[config.mk]
export PLATFORM = sky130hd
export DESIGN_NAME = melody_sequencer_flat
export DESIGN_NICKNAME = d
export VERILOG_FILES = /design/src/rtl/melody_sequencer_if.sv /design/src/rtl/melody_sequencer.sv /design/src/flat_wrapper.sv
export SDC_FILE = /design/constraint.sdc
export NUM_CORES = 1
export LEC_CHECK = 0
export CAP_MARGIN = 10
export CORE_ASPECT_RATIO = 1.5
export CORE_UTILIZATION = 51
export DETAILED_ROUTE_END_ITERATION = 10
export GPL_TIMING_DRIVEN = 0
export HOLD_SLACK_MARGIN = 0.02
export PLACE_DENSITY_LB_ADDON = 0.12
export SKIP_CTS_REPAIR_TIMING = 1
export SYNTH_ARGS = -nofsm -noshare
export SYNTH_HDL_FRONTEND = slang
export SYNTH_SLANG_ARGS = --single-unit
[constraint.sdc]
create_clock -name clock_in -period 3.35 [get_ports clock_in]
set_input_delay 0.5025 -clock clock_in [delete_from_list [all_inputs] [get_ports clock_in]]
set_output_delay 0.5025 -clock clock_in [all_outputs]
set_load 0.005 [all_outputs]
[src/rtl/melody_sequencer_if.sv]
// Control and tone-divider signals between the user-control side and the melody sequencer.
interface melody_sequencer_if;
  logic        start;
  logic        stop;
  logic        loop;
  logic [27:0] note_divisor;
  logic        tone_en;
  logic [3:0]  note_idx;
  logic        busy;
  logic        done;

  modport master (output start, stop, loop,
                  input  note_divisor, tone_en, note_idx, busy, done);
  modport slave  (input  start, stop, loop,
                  output note_divisor, tone_en, note_idx, busy, done);
endinterface

[src/rtl/melody_sequencer.sv]
// Steps through a 16-entry song ROM, driving one programmable tone divider with
// per-note divisor/enable for a beat-timed window followed by a short silent gap.
//
// state   | meaning
// IDLE    | waiting for start
// LOAD    | fetch ROM entry note_idx, program divider and timer
// PLAY    | tone window, timer counting down
// GAP     | silent tail of the entry, timer counting down
// DONE    | one-cycle end-of-song pulse
module melody_sequencer #(
  parameter logic [27:0] BEAT_TICKS = 28'd12_500_000,
  parameter logic [27:0] GAP_TICKS  = 28'd1_250_000
) (
  input  logic              clock_in,
  input  logic              rst_n,
  melody_sequencer_if.slave bus
);

  typedef enum logic [2:0] {ST_IDLE, ST_LOAD, ST_PLAY, ST_GAP, ST_DONE} state_t;

  state_t      state_q, state_d;
  logic [31:0] cnt_q, cnt_d;
  logic [27:0] note_divisor_q, note_divisor_d;
  logic        tone_en_q, tone_en_d;
  logic [3:0]  note_idx_q, note_idx_d;
  logic        busy_q, busy_d;
  logic        done_q, done_d;

  logic [7:0]  entry;
  logic [3:0]  entry_note;
  logic [3:0]  entry_beats;

  function automatic logic [7:0] rom_entry(input logic [3:0] idx);
    case (idx)
      4'd0, 4'd1:   rom_entry = {4'd1, 4'd1};
      4'd2, 4'd3:   rom_entry = {4'd5, 4'd1};
      4'd4, 4'd5:   rom_entry = {4'd6, 4'd1};
      4'd6:         rom_entry = {4'd5, 4'd2};
      4'd7, 4'd8:   rom_entry = {4'd4, 4'd1};
      4'd9, 4'd10:  rom_entry = {4'd3, 4'd1};
      4'd11, 4'd12: rom_entry = {4'd2, 4'd1};
      4'd13:        rom_entry = {4'd1, 4'd2};
      4'd14:        rom_entry = {4'd0, 4'd2};
      default:      rom_entry = {4'd0, 4'd0};
    endcase
  endfunction

  function automatic logic [27:0] code_divisor(input logic [3:0] code);
    case (code)
      4'd1:    code_divisor = 28'd190840;
      4'd2:    code_divisor = 28'd170068;
      4'd3:    code_divisor = 28'd151745;
      4'd4:    code_divisor = 28'd143266;
      4'd5:    code_divisor = 28'd127551;
      4'd6:    code_divisor = 28'd113636;
      4'd7:    code_divisor = 28'd101239;
      4'd8:    code_divisor = 28'd95420;
      default: code_divisor = 28'd0;
    endcase
  endfunction

  assign entry       = rom_entry(note_idx_q);
  assign entry_note  = entry[7:4];
  assign entry_beats = entry[3:0];

  always_comb begin
    state_d        = state_q;
    cnt_d          = cnt_q;
    note_divisor_d = note_divisor_q;
    tone_en_d      = tone_en_q;
    note_idx_d     = note_idx_q;
    done_d         = 1'b0;

    if (state_q != ST_IDLE && bus.stop) begin
      state_d        = ST_IDLE;
      cnt_d          = 32'd0;
      note_divisor_d = 28'd0;
      tone_en_d      = 1'b0;
      note_idx_d     = 4'd0;
    end else begin
      case (state_q)
        ST_IDLE: begin
          if (bus.start && !bus.stop) begin
            state_d    = ST_LOAD;
            note_idx_d = 4'd0;
          end
        end
        ST_LOAD: begin
          if (entry_beats == 4'd0) begin
            if (bus.loop) begin
              note_idx_d = 4'd0;
            end else begin
              state_d        = ST_DONE;
              done_d         = 1'b1;
              note_divisor_d = 28'd0;
              tone_en_d      = 1'b0;
            end
          end else begin
            // Timer spans the tone window only; GAP supplies the remaining silent cycles.
            note_divisor_d = code_divisor(entry_note);
            tone_en_d      = (entry_note != 4'd0) && (entry_note <= 4'd8);
            cnt_d          = 32'(entry_beats) * 32'(BEAT_TICKS) - 32'(GAP_TICKS) - 32'd1;
            state_d        = ST_PLAY;
          end
        end
        ST_PLAY: begin
          if (cnt_q == 32'd0) begin
            state_d   = ST_GAP;
            tone_en_d = 1'b0;
            cnt_d     = 32'(GAP_TICKS) - 32'd1;
          end else begin
            cnt_d = cnt_q - 32'd1;
          end
        end
        ST_GAP: begin
          if (cnt_q == 32'd0) begin
            state_d    = ST_LOAD;
            note_idx_d = note_idx_q + 4'd1;
          end else begin
            cnt_d = cnt_q - 32'd1;
          end
        end
        ST_DONE: begin
          state_d = ST_IDLE;
        end
        default: begin
          state_d = ST_IDLE;
        end
      endcase
    end

    busy_d = (state_d != ST_IDLE);
  end

  always_ff @(posedge clock_in) begin
    if (!rst_n) begin
      state_q        <= ST_IDLE;
      cnt_q          <= 32'd0;
      note_divisor_q <= 28'd0;
      tone_en_q      <= 1'b0;
      note_idx_q     <= 4'd0;
      busy_q         <= 1'b0;
      done_q         <= 1'b0;
    end else begin
      state_q        <= state_d;
      cnt_q          <= cnt_d;
      note_divisor_q <= note_divisor_d;
      tone_en_q      <= tone_en_d;
      note_idx_q     <= note_idx_d;
      busy_q         <= busy_d;
      done_q         <= done_d;
    end
  end

  assign bus.note_divisor = note_divisor_q;
  assign bus.tone_en      = tone_en_q;
  assign bus.note_idx     = note_idx_q;
  assign bus.busy         = busy_q;
  assign bus.done         = done_q;

endmodule

[src/flat_wrapper.sv]
// flat-port wrapper written by rule: the top's interface ports become plain ports
module melody_sequencer_flat 
#(
  parameter logic [27:0] BEAT_TICKS = 28'd12_500_000,
  parameter logic [27:0] GAP_TICKS  = 28'd1_250_000
)
  (clock_in, rst_n, bus_start, bus_stop, bus_loop, bus_note_divisor, bus_tone_en, bus_note_idx, bus_busy, bus_done);
  melody_sequencer_if bus_i ();
  input  logic clock_in;
  input  logic rst_n;
  input wire logic [$bits(bus_i.start)-1:0] bus_start;
  input wire logic [$bits(bus_i.stop)-1:0] bus_stop;
  input wire logic [$bits(bus_i.loop)-1:0] bus_loop;
  output wire logic [$bits(bus_i.note_divisor)-1:0] bus_note_divisor;
  output wire logic [$bits(bus_i.tone_en)-1:0] bus_tone_en;
  output wire logic [$bits(bus_i.note_idx)-1:0] bus_note_idx;
  output wire logic [$bits(bus_i.busy)-1:0] bus_busy;
  output wire logic [$bits(bus_i.done)-1:0] bus_done;
  assign bus_i.start = bus_start;
  assign bus_i.stop = bus_stop;
  assign bus_i.loop = bus_loop;
  assign bus_note_divisor = bus_i.note_divisor;
  assign bus_tone_en = bus_i.tone_en;
  assign bus_note_idx = bus_i.note_idx;
  assign bus_busy = bus_i.busy;
  assign bus_done = bus_i.done;
  melody_sequencer #(.BEAT_TICKS(BEAT_TICKS), .GAP_TICKS(GAP_TICKS)) u_core (.clock_in(clock_in), .rst_n(rst_n), .bus(bus_i));
endmodule
==> results.cfg, run 1 <==
[outcome]
status = completed

[sta]
setup_viol = 0
post-route-period-util_pct = 98.0
layout_min_cycle_time_ns = 3.28
report.final.hold_viol_count = 0
max_clock_freq_ghz = 0.305
fin_skew_ns = 0.0109
tns_ns = 0
drv_slew = 0
worst_pin_slew_ns = 0.924
relSlewSlack_pct = 38.0

[logic_synthesis]
avgSynthCellArea_um2 = 7.99
synth_area_mm2 = 0.00371
yosys-top-cells-count = 65 x dfxtp_1, 51 x nor2_1, 46 x o21ai_0
yosysUniqueCellTypes = 58
synth_warnings = 0
synth.most_common_cell = dfxtp_1
seq_area_frac_synth_pct = 35.1
yosys-top-cells-area = dfxtp_1 35%, ha_1 7.4%, o21ai_0 6.2%
synth-seq-cells = 65
async_reset_ff_share_pct = 0
synth-edff-count = 0
yosys.area.top_type = dfxtp_1
synth_flop_cell = dfxtp_1
syn_inst = 464
yosys.area.top_type_share_pct = 35.1

[routing]
final_antenna_net_count = 0
drcViolationCount = 0
wirelength_um = 10200
vias = 3657
routedWlPerCell_um = 17.1
viasPerCell = 6.10
drt-initial-drc-count = 289
dr.pass1.iters = 5

[floorplanning]
pin_count = 40
core-area_mm2 = 0.00694
die_y_um = 106
dieArea_mm2 = 0.00762
start_util_pct = 53.4
rows = 37
fp.dieW_um = 71.6

[finish]
nets = 544
ff_latch_area_mm2 = 0.00130
drive_gt1_share_pct = 11.7
diodes = 0
multi_input_area_mm2 = 0.00223
fin_util_pct = 63.3
finalInstanceArea_mm2 = 0.00439
filler_cell_count = 616
area_growth_pct = 18.5

[setup_path]
worst_path_dominant_cell_family = simple AND/OR/NAND/NOR gates
cp_max_fo = 10
critPathKind = reg -> reg
worstSetupStartpointType = flop
max_stage_delay_ns = 0.57
arrival_ns = 3.50
path_cells = or4_4, or4_4, buf_6, nor3_4, buf_4, a31oi_1, and2_1, buf_2, clkbuf_1, o21ai_0, a31oi_1
end_kind = flop
crit_path_top_delay_cell = or4_4
cp.required_ns = 3.57
reg2regPathDepth = 11
crit_buf_inv = 4
crit_cells = 11

[clocking]
cts_max_level = 3
cts.sinks = 65
numCtsBuffers = 9
clock_latency_ns = 0.35
cts_tree = built
root_buffer = clkbuf_8
clkTransAtPathRegs_ns = 0.07
clk_path_buf_depth = 2

[global_routing]
antenna_found_initial = 0
grt_pass1_wl_um = 16500
use_met3_pct = 5.12
gr-total-overflow = 0
grt_use_met2_pct = 49.3
grt_util_all_layers_pct = 27.8
grt-busiest-layer = met2
grt_pass1_vias = 3359
use_met1_pct = 31.5
grt_max_degree = 12

[run]
maxCapViolations = 0

[power_and_ir_drop]
leakagePower_nw = 1.68
power.density_mw_per_mm2 = 549
vdd_drop_max_mv = 0.399

[place]
portBuffers = 29
gp_congestion = 0.957
post-dp-hpwl_um = 7580
place_area_mm2 = 0.00414

[worst_hold_path]
hold_depth = 2
min_path_type = reg -> reg
-- cell usage in the layout (no fill, tap or decap), types with 5 or more instances in the layout --
master | netlist | routed
dfxtp_1 | 65 | 64
nor2_1 | 51 | 51
o21ai_0 | 46 | 45
nand2_1 | 42 | 41
a21oi_1 | 42 | 41
clkdlybuf4s50_1 | 0 | 29
ha_1 | 22 | 21
inv_1 | 21 | 20
clkbuf_1 | 14 | 15
buf_4 | 10 | 13
nand3_1 | 12 | 12
nor3_1 | 12 | 12
nor4_1 | 14 | 12
a22oi_1 | 10 | 10
conb_1 | 1 | 10
clkbuf_8 | 0 | 10
a31oi_1 | 8 | 8
a311oi_1 | 7 | 7
xor2_1 | 6 | 6
a32o_1 | 6 | 6
buf_2 | 4 | 5
-- report_power, final --
group | leakage, nW | internal (mW) | switching [mW]
registers | 0.529 | 0.844 | 0.0778
logic | 1.06 | 0.309 | 0.509
clock network | 0.0953 | 0.361 | 0.311
-- per-stage QoR --
stage	hold slack [ns]	cells	setup slack [ns]	power, mW
floorplan	0.432	473	0.0502	1.49
global placement	0.443	580	-0.352	1.70
detailed placement	0.449	581	-0.355	1.72
CTS	0.459	597	-0.383	2.38
global route	0.482	600	-0.0319	2.55
finish	0.458	600	0.0684	2.41
-- cell families (layout without fill, tap and decap cells) --
kind of cell | count (synthesis) | after routing | share of synthesized area (%)
buffers and inverters | 51 | 100 | 6.71
AND/OR/NAND/NOR | 165 | 165 | 22.3
multiplexers | 4 | 4 | 1.11
adder cells (fa/ha/maj) | 22 | 22 | 7.42
other | 1 | 10 | 0.101
XOR/XNOR | 8 | 8 | 1.89
flip-flops | 65 | 65 | 35.1
AO/OA/AOI/OAI | 148 | 148 | 25.4
-- area by class of cell --
type	count	share of cell area, %
plain buffers	30	3.87
clock buffers	11	3.22
clock inverters	5	1.25
inverters	21	1.79
multi-input cells	357	50.8
flip-flops and latches	65	29.6
well taps	78	2.22
repair buffers	33	7.23
-- state kept, by name, summed over array words and instances (netlist names) --
signal and cells:
u_core.cnt_q 32, u_core.bus.note_divisor 18, u_core.entry 5, u_core.bus.note_idx 4
u_core.state_q 3, u_core.bus.busy 1, u_core.bus.done 1, u_core.bus.tone_en 1
-- worst paths after layout --
| kind | to | start | slack (ns) |
|---|---|---|---|
| hold / removal | u_core.bus.note_divisor[5] | u_core.bus.note_divisor[5] | 0.46 |
| setup / recovery | u_core.cnt_q[7] | u_core.cnt_q[11] | 0.07 |
| hold reg to reg | u_core.bus.note_divisor[5] | u_core.bus.note_divisor[5] | 0.46 |
| setup reg to reg | u_core.cnt_q[7] | u_core.cnt_q[11] | 0.07 |
-- per-layer routing --
metal	routed length, µm	up-vias
met4	391	0
met1	4140	1709
met5	0	-
met3	453	31
met2	5260	136
li1	-	1781
-- worst min-delay path: cells and delay by family, from the launching register on --
family / cells / cell delay [ns]
simple gates: 1 / 0.05
flops: 1 / 0.31
compound gates: 1 / 0.05
(Power assumes the default switching activity.)
==> inputs of run 2 (changes only) <==
--- a/config.mk
+++ b/config.mk
@@ -7,7 +7,8 @@
 export LEC_CHECK = 0
 export CAP_MARGIN = 10
 export CORE_ASPECT_RATIO = 1.5
-export CORE_UTILIZATION = 51
+export CORE_MARGIN = 2
+export CORE_UTILIZATION = 57
 export DETAILED_ROUTE_END_ITERATION = 10
 export GPL_TIMING_DRIVEN = 0
 export HOLD_SLACK_MARGIN = 0.02
==> constraint.sdc (replaced) <==
create_clock -name clock_in -period 3.25 [get_ports clock_in]
set_input_delay 0.4875 -clock clock_in [delete_from_list [all_inputs] [get_ports clock_in]]
set_output_delay 0.4875 -clock clock_in [all_outputs]
set_load 0.005 [all_outputs]
==> results.cfg, run 2 (synthesis results as in run 1) <==
[outcome]
status = completed

[worst_hold_path]
min_path_type = reg -> reg

[floorplanning]
pin_count = 40
core-area_mm2 = 0.00640
start_util_pct = 58.0
rows = 36
dieArea_mm2 = 0.00718
fp.dieW_um = 69.9
die_y_um = 103

[clocking]
cts_tree = built
cts.sinks = 65
clkTransAtPathRegs_ns = 0.07
numCtsBuffers = 9
clock_latency_ns = 0.36
cts_max_level = 3
clk_path_buf_depth = 2
root_buffer = clkbuf_8

[setup_path]
end_kind = flop
arrival_ns = 3.49
cp_max_fo = 8
worstSetupStartpointType = flop
critPathKind = reg -> reg
cp.required_ns = 3.49

[place]
post-dp-hpwl_um = 7650
portBuffers = 29
place_area_mm2 = 0.00413
pre_cts_ws_ns = -0.408
dpl.cell_count = 579
gp_congestion = 0.967

[global_routing]
grt_pass1_wl_um = 16700
grt_util_all_layers_pct = 29.8
grt_pass1_vias = 3565
gr-total-overflow = 0
antenna_found_initial = 0
grt_max_degree = 11

[finish]
filler_cell_count = 572
area_growth_pct = 19.3
diodes = 0
regMostFlops = u_core.cnt_q
finalNonFillerCells = 605
final_common_cell = dfxtp_1
largest_reg_flops = 32
fin_util_pct = 69.2
finalInstanceArea_mm2 = 0.00442
drive_gt1_share_pct = 13.4
final_cell_mix = 62 x dfxtp_1, 51 x nor2_1, 43 x o21ai_0
nets = 551

[routing]
routedWlPerCell_um = 17.8
drcViolationCount = 0
final_antenna_net_count = 0
viasPerCell = 6.38
dr.pass1.iters = 5
wirelength_um = 10800
drt-initial-drc-count = 380
vias = 3859

[sta]
relSlewSlack_pct = 28.7
worst_slack_ns = 0.00544
report.final.hold_viol_count = 0
worst_pin_slew_ns = 1.06
layout_min_cycle_time_ns = 3.24
fin_skew_ns = 0.0122
setup_viol = 0
post-route-period-util_pct = 99.8
max_clock_freq_ghz = 0.308
drv_slew = 0
rsz0062_at_grt = yes

[power_and_ir_drop]
leakagePower_nw = 1.71
power.density_mw_per_mm2 = 547
vdd_drop_max_mv = 0.359

[run]
maxCapViolations = 0
==> run 2: cell type report <==
cell class                      instances  area [µm²]  share of cell area (%)
Tap cell                               76        95.1                    2.15
Timing Repair Buffer                   41         378                    8.54
Sequential cell                        65        1310                    29.6
Clock inverter                          4        20.0                   0.452
Clock buffer                           12         135                    3.05
Inverter                               21        78.8                    1.78
Multi-Input combinational cell        357        2240                    50.7
Buffer                                 29         165                    3.73
==> run 2: metal layers <==
metal,vias up,wire length [µm],track usage (%),part of all wire (%)
li1,1798,-,-,-
met1,1816,4080,31.7,38
met2,181,5430,52.5,50
met3,64,548,4.89,5.1
met4,0,744,23.4,6.9
met5,-,0,0,0
==> run 2: worst max-delay path: stages (launching register included) <==
cell,delay [ns]
dfxtp_4,0.36
or4_4,0.52
or4_4,0.63
nor3_4,0.25
nand2_2,0.08
or3_4,0.43
a21oi_4,0.17
inv_2,0.08
ha_2,0.19
a2bb2oi_1,0.14
mux2_2,0.27
==> run 2: worst paths after layout <==
check,depth (start not counted),slack (ns),start,end
setup reg to reg,10,0.005,u_core.cnt_q[16],u_core.entry[5]
hold reg to reg,2,0.45,u_core.bus.note_divisor[5],u_core.bus.note_divisor[5]
hold / removal,2,0.45,u_core.bus.note_divisor[5],u_core.bus.note_divisor[5]
setup / recovery,10,0.005,u_core.cnt_q[16],u_core.entry[5]
==> run 2: where the power goes <==
group          internal, mW  switching [mW]  total (mW)
logic                 0.335           0.547       0.882
registers             0.872          0.0802       0.952
clock network         0.272           0.313       0.585
total                  1.48           0.940        2.42
==> run 2: through the flow <==
step / setup TNS, ns / hold WS (ns) / total power, mW
6_report: 0 / 0.453 / 2.42
2_1_floorplan: 0 / 0.432 / 1.54
3_3_place_gp: -1.45 / 0.444 / 1.75
3_5_place_dp: -1.77 / 0.449 / 1.77
5_1_grt: -0.589 / 0.473 / 2.54
4_1_cts: -1.74 / 0.459 / 2.34
